### src/rtl/uart_pkg.sv
// Shared UART definitions: frame parser states, baud select codes,
// default framing bytes and the running checksum helper.
package uart_pkg;

   typedef enum logic [2:0] {
      ST_IDLE,
      ST_LEN,
      ST_CMD,
      ST_DATA,
      ST_CHK
   } frame_state_t;

   localparam logic [2:0] BAUD_115200 = 3'd0;
   localparam logic [2:0] BAUD_57600  = 3'd1;
   localparam logic [2:0] BAUD_38400  = 3'd2;
   localparam logic [2:0] BAUD_19200  = 3'd3;
   localparam logic [2:0] BAUD_9600   = 3'd4;

   localparam logic [7:0] DEF_HDR_BYTE = 8'hA5;
   localparam logic [7:0] DEF_CMD_BAUD = 8'h01;

   // 8-bit modulo accumulate used for the frame checksum
   function automatic logic [7:0] chk_add(input logic [7:0] sum, input logic [7:0] data);
      return sum + data;
   endfunction

endpackage

### src/rtl/uart_frame_buf.sv
// Payload buffer: a scratch array written by the parser and an output array
// presented to the host. A commit strobe copies scratch into output in one
// cycle, so the host view never changes while a new frame is being parsed.
// Arrays are sized to the full address range so any rd_addr returns stored data.
module uart_frame_buf #(
   parameter int DEPTH = 16,
   parameter int AW    = $clog2(DEPTH)
) (
   input  logic          clk,
   input  logic          rst,
   input  logic          wr_en,
   input  logic [AW-1:0] wr_addr,
   input  logic [7:0]    wr_data,
   input  logic          commit,
   input  logic [AW-1:0] rd_addr,
   output logic [7:0]    rd_data
);

   localparam int NUM_ENT = 1 << AW;

   logic [7:0] scr_mem [NUM_ENT];
   logic [7:0] out_mem [NUM_ENT];

   // parser writes incoming payload bytes into the scratch array
   always_ff @(posedge clk) begin
      if (wr_en) begin
         scr_mem[wr_addr] <= wr_data;
      end
   end

   // output array is cleared on reset and loaded only on commit
   always_ff @(posedge clk) begin
      if (rst) begin
         for (int i = 0; i < NUM_ENT; i++) begin
            out_mem[i] <= 8'h00;
         end
      end else if (commit) begin
         for (int i = 0; i < NUM_ENT; i++) begin
            out_mem[i] <= scr_mem[i];
         end
      end
   end

   // host read port is combinational from the output array
   always_comb begin
      rd_data = out_mem[rd_addr];
   end

endmodule

### src/rtl/uart_rx_frame_ctrl.sv
// Frame-level controller behind the UART receiver. Parses
// HDR | LEN | CMD | payload | CHK frames, hands good packets to the host
// through a level-valid/ack handshake, and applies in-band baud changes.
// Optional inter-byte timeout: define UART_RX_FRAME_TIMEOUT_EN.
//
// state   | meaning
// --------+-------------------------------------------------
// ST_IDLE | hunting for HDR_BYTE, all other bytes dropped
// ST_LEN  | expecting length byte (1..MAX_LEN)
// ST_CMD  | expecting command byte
// ST_DATA | collecting payload bytes into scratch buffer
// ST_CHK  | expecting checksum byte, then decide fate of frame
module uart_rx_frame_ctrl
   import uart_pkg::*;
#(
   parameter int         MAX_LEN     = 16,
   parameter logic [7:0] HDR_BYTE    = DEF_HDR_BYTE,
   parameter logic [7:0] CMD_BAUD    = DEF_CMD_BAUD,
   parameter int         TIMEOUT_CYC = 50000
) (
   input  logic                       clk,
   input  logic                       rst,
   input  logic [7:0]                 rx_dout,
   input  logic                       rx_vld,
   output logic [2:0]                 baud_set,
   output logic                       pkt_vld,
   output logic [7:0]                 pkt_cmd,
   output logic [7:0]                 pkt_len,
   input  logic [$clog2(MAX_LEN)-1:0] rd_addr,
   output logic [7:0]                 rd_data,
   input  logic                       pkt_ack,
   output logic                       err_chk,
   output logic                       err_len,
   output logic                       err_tmo,
   output logic                       err_ovf
);

   localparam int         AW        = $clog2(MAX_LEN);
   localparam logic [7:0] MAX_LEN_B = 8'(MAX_LEN);

   frame_state_t   state;
   logic [7:0]     len_q;
   logic [7:0]     cmd_q;
   logic [7:0]     sum_q;
   logic [7:0]     data0_q;
   logic [AW-1:0]  idx_q;

   logic           wr_en;
   logic           frame_good;
   logic           is_baud;
   logic           pkt_free;
   logic           commit;
   logic           tmo_hit;

   assign wr_en      = (state == ST_DATA) && rx_vld;
   assign frame_good = (state == ST_CHK) && rx_vld && (rx_dout == sum_q);
   assign is_baud    = (cmd_q == CMD_BAUD) && (len_q == 8'd1);
   // an ack landing in the commit cycle releases the old packet first
   assign pkt_free   = !pkt_vld || pkt_ack;
   assign commit     = frame_good && !is_baud && pkt_free;

`ifdef UART_RX_FRAME_TIMEOUT_EN
   localparam logic [15:0] TMO_LOAD = 16'(TIMEOUT_CYC - 1);

   logic [15:0] tmo_cnt;

   // inter-byte timer: reload on every byte, count down while inside a frame
   always_ff @(posedge clk) begin
      if (rst) begin
         tmo_cnt <= TMO_LOAD;
      end else if (rx_vld) begin
         tmo_cnt <= TMO_LOAD;
      end else if ((state != ST_IDLE) && (tmo_cnt != 16'd0)) begin
         tmo_cnt <= tmo_cnt - 16'd1;
      end
   end

   assign tmo_hit = (state != ST_IDLE) && !rx_vld && (tmo_cnt == 16'd0);

   // timeout error is a one-cycle pulse aligned with the abort
   always_ff @(posedge clk) begin
      if (rst) begin
         err_tmo <= 1'b0;
      end else begin
         err_tmo <= tmo_hit;
      end
   end
`else
   assign tmo_hit = 1'b0;
   assign err_tmo = 1'b0;
`endif

   // frame parser with registered host outputs and error pulses
   always_ff @(posedge clk) begin
      if (rst) begin
         state    <= ST_IDLE;
         len_q    <= 8'h00;
         cmd_q    <= 8'h00;
         sum_q    <= 8'h00;
         data0_q  <= 8'h00;
         idx_q    <= '0;
         baud_set <= BAUD_115200;
         pkt_vld  <= 1'b0;
         pkt_cmd  <= 8'h00;
         pkt_len  <= 8'h00;
         err_chk  <= 1'b0;
         err_len  <= 1'b0;
         err_ovf  <= 1'b0;
      end else begin
         err_chk <= 1'b0;
         err_len <= 1'b0;
         err_ovf <= 1'b0;

         if (pkt_ack && pkt_vld) begin
            pkt_vld <= 1'b0;
         end

         if (tmo_hit) begin
            state <= ST_IDLE;
         end else if (rx_vld) begin
            case (state)
               ST_IDLE: begin
                  if (rx_dout == HDR_BYTE) begin
                     state <= ST_LEN;
                  end
               end
               ST_LEN: begin
                  if ((rx_dout != 8'h00) && (rx_dout <= MAX_LEN_B)) begin
                     len_q <= rx_dout;
                     sum_q <= rx_dout;
                     idx_q <= '0;
                     state <= ST_CMD;
                  end else begin
                     err_len <= 1'b1;
                     state   <= ST_IDLE;
                  end
               end
               ST_CMD: begin
                  cmd_q <= rx_dout;
                  sum_q <= chk_add(sum_q, rx_dout);
                  state <= ST_DATA;
               end
               ST_DATA: begin
                  sum_q <= chk_add(sum_q, rx_dout);
                  if (idx_q == '0) begin
                     data0_q <= rx_dout;
                  end
                  if (8'(idx_q) == (len_q - 8'd1)) begin
                     state <= ST_CHK;
                  end else begin
                     idx_q <= idx_q + 1'b1;
                  end
               end
               ST_CHK: begin
                  state <= ST_IDLE;
                  if (!frame_good) begin
                     err_chk <= 1'b1;
                  end else if (is_baud) begin
                     if (data0_q <= {5'd0, BAUD_9600}) begin
                        baud_set <= data0_q[2:0];
                     end else begin
                        err_len <= 1'b1;
                     end
                  end else if (pkt_free) begin
                     pkt_vld <= 1'b1;
                     pkt_cmd <= cmd_q;
                     pkt_len <= len_q;
                  end else begin
                     err_ovf <= 1'b1;
                  end
               end
               default: state <= ST_IDLE;
            endcase
         end
      end
   end

   uart_frame_buf #(
      .DEPTH (MAX_LEN),
      .AW    (AW)
   ) u_frame_buf (
      .clk     (clk),
      .rst     (rst),
      .wr_en   (wr_en),
      .wr_addr (idx_q),
      .wr_data (rx_dout),
      .commit  (commit),
      .rd_addr (rd_addr),
      .rd_data (rd_data)
   );

endmodule
### config.mk
export PLATFORM = sky130hd
export DESIGN_NAME = uart_rx_frame_ctrl
export DESIGN_NICKNAME = d
export VERILOG_FILES = /design/src/rtl/uart_pkg.sv /design/src/rtl/uart_frame_buf.sv /design/src/rtl/uart_rx_frame_ctrl.sv
export SDC_FILE = /design/constraint.sdc
export NUM_CORES = 1
export LEC_CHECK = 0
export ABC_AREA = 1
export CAP_MARGIN = 10
export CORE_MARGIN = 10
export CORE_UTILIZATION = 45
export DETAILED_ROUTE_END_ITERATION = 16
export PLACE_DENSITY = 0.72
export SLEW_MARGIN = 15
export SYNTH_ARGS = -nofsm -noshare
export SYNTH_HDL_FRONTEND = slang
export SYNTH_SLANG_ARGS = --single-unit
### constraint.sdc
create_clock -name clk -period 7.3 [get_ports clk]
set_input_delay 0.73 -clock clk [delete_from_list [all_inputs] [get_ports clk]]
set_output_delay 0.73 -clock clk [all_outputs]
set_load 0.01 [all_outputs]
==> out/metrics.yaml <==
grt_overflow: 0
start_kind: "input pin"
highest_layer: "met4"
route.met2.wl_um: 13000
ys_dominant_reg_cell: "edfxtp_1"
ys_ff_latch: 318
fin_nets: 1270
ir_drop_v: 0.000145
grt_first_pass_wirelength_um: 42900
cts-root-buf: "clkbuf_16"
p_leak_uw: 0.00598
grt_usage_pct: 14.9
grt_antenna_before_repair: 0
layout-drive-gt1-share_pct: 9.72
synth_cell_types: 39
syn_nets: 1228
die_h_um: 192
skew_ns: 0.0231
hp-class: "reg -> reg"
synth.most_common_cell: "edfxtp_1"
powerDensity_nw_per_um2: 252
p_total_uw: 3830
core_sq_um: 28900
h-tree-depth: 2
drt_wl_total_um: 27800
finalHoldViolations: 0
post-cts-setup-buffer-count: 0
num_antenna_cells: 0
synthMuxAreaShare_pct: 2.41
power.switching_uw: 785
tritoncts: "built"
worstSetupEndpointType: "register"
cp_data_arrival_time_ns: 4.50
gp_congestion: 0.904
route.met3.wl_um: 1710
drv_slew: 0
die_w_um: 192
cts_buffer_depth: 3
drc: 0
ant_nets: 0
clkPwrFrac_pct: 43.6
synthSimpleGateAreaFrac_pct: 12.0
swShare_pct: 20.5
run_status: "completed"
via_count: 8331
viasPerCell: 5.05
cts_buffers: 34
first_iter_violations: 717
p_int_uw: 3040
synth_enable_flop_cells: 256
crit_required_ns: 7.46
period_minus_slack_ns: 4.34
insertion_delay_ns: 0.51
worst-slew-pin-transition_ns: 1.21
period_share_pct: 59.4
syn2layout_area_growth_pct: 14.2
rsz0062_at_grt: "false"
setup_violations: 0
finalNonFillerCells: 1649
clk_pin_slew_worst_paths_ns: 0.06
synthTopCellsByCount: "256 x edfxtp_1, 224 x inv_1, 132 x nor2_1, 86 x o21ai_0, 83 x nand2_1"
yosysTopAreaCellShare_pct: 57.8
top_level_ports: 48
drtPass1Iterations: 5
post_drt_wl_per_cell_um: 16.8
syn_area_per_cell_sq_um: 11.1
seqPwrFrac_pct: 52.0
port_buffers: 46
dieArea_sq_um: 36800
synth_xor_area_share_pct: 0.461
n_fill_cell: 2386
synthAdderAreaFrac_pct: 1.37
syn-instance-count: 1198
clock_sinks: 318
grt_pass1_vias: 7895
critical_path_class: "in -> reg"
worst-path-max-fanout: 76
seq_area_frac_synth_pct: 67.1
synthTopCellsByArea: "edfxtp_1 58%, dfxtp_1 9.3%, inv_1 6.3%"
max-slew-margin-rel_pct: 19.2
synthesis.area_sq_um: 13300
synth_top_family_by_area: "simple AND/OR/NAND/NOR gates"
start_util_pct: 46.0
yosys_warnings: 0
setup_tns_ns: 0
synth_compound_area_share_pct: 8.34
combPwrFrac_pct: 4.3
ctsHoldBuffers: 0
cap_violations: 0
dp.cells: 1588
synth_top_area_cell: "edfxtp_1"
async_flop_share_pct: 0
grt_start_max_net_pins: 77
wl_met1_um: 12200
cts_resized: 0
place_hpwl_um: 16900
fmax_mhz: 231
rows: 62
## worst max-delay path: stages
cell and delay, ns:
clkdlybuf4s50_1 1.02, ha_1 0.43, nor2_1 0.12, nand2_1 0.09, nor4_4 0.19, nand3_2 0.16, nor2_4 0.19, nand2_2 0.25
nand2_4 0.81, buf_4 0.48
## metal layers
metal  up-vias  global-route usage [%]
met5         -                       0
met4         0                    5.95
met3        61                    2.94
met2       237                    24.1
met1      3928                    19.4
li1       4105                       -
## kinds of logic (layout without fill, tap and decap cells)
kind of cell,Yosys count,in the layout
simple gates,347,347
flops,318,318
buf+inv,277,344
xor+xnor,7,7
fa+ha+maj,14,14
other cells,1,1
mux,32,32
compound gates,202,202
## placed cells by master (no fill, tap or decap), types with 3 or more instances in the layout
cell and count:
edfxtp_1 256, inv_1 224, nor2_1 126, o21ai_0 86, nand2_1 82, a21oi_1 75
dfxtp_1 62, nand3_1 58, nor2_2 48, clkdlybuf4s50_1 43, clkbuf_16 37, o211ai_1 33
mux2i_1 32, nand4_1 15, ha_1 13, buf_4 11, clkinv_1 8, xor2_1 5
nor3_1 5, clkinv_2 5, clkbuf_1 5, inv_2 3
## cell type report
| cell class | instances | area, sq um | area share [%] |
|---|---|---|---|
| Sequential cell | 318 | 8930 | 58.8 |
| Multi-Input combinational cell | 603 | 3300 | 21.7 |
| Clock buffer | 44 | 972 | 6.40 |
| Inverter | 227 | 852 | 5.61 |
| Timing Repair Buffer | 56 | 523 | 3.44 |
| Tap cell | 384 | 480 | 3.16 |
| Clock inverter | 17 | 131 | 0.865 |
## power groups by stage
stage / clock [uW] / sequential, uW / combinational, uW
after floorplan: 0 / 2030 / 99.0
after global placement: 0 / 2030 / 164
after detailed placement: 0 / 2030 / 167
after CTS: 1700 / 1990 / 168
after global routing: 1770 / 1990 / 185
final: 1670 / 1990 / 166
## flip-flops by register name (all words and copies together) (netlist names), 4 cells and up
signal,flops
sum_q,8
u_frame_buf.scr_mem,128
pkt_cmd,8
u_frame_buf.out_mem,128
cmd_q,8
len_q,8
pkt_len,8
idx_q,4
data0_q,8
## worst paths after layout
| path | start | end | slack (ns) | depth (start not counted) |
|---|---|---|---|---|
| min reg2reg | sum_q[0] | sum_q[0] | 0.46 | 2 |
| min | sum_q[0] | sum_q[0] | 0.46 | 2 |
| max | rx_dout[5] | u_frame_buf.out_mem[10][2] | 2.96 | 10 |
| max reg2reg | sum_q[3] | u_frame_buf.out_mem[10][2] | 3.96 | 9 |
## stage by stage
| stage | setup WS (ns) | area [sq um] | hold slack [ns] | utilization (%) |
|---|---|---|---|---|
| 2_1_floorplan | 2.06 | 13300 | 0.427 | - |
| 3_3_place_gp | 2.48 | 14100 | 0.440 | 48.6 |
| 3_5_place_dp | 2.41 | 14100 | 0.450 | 48.6 |
| 4_1_cts | 2.93 | 15200 | 0.459 | 52.5 |
| 5_1_grt | 2.65 | 15200 | 0.477 | 52.5 |
| 6_report | 2.96 | 15200 | 0.460 | 52.5 |
Power figures use the tool's default switching activity.
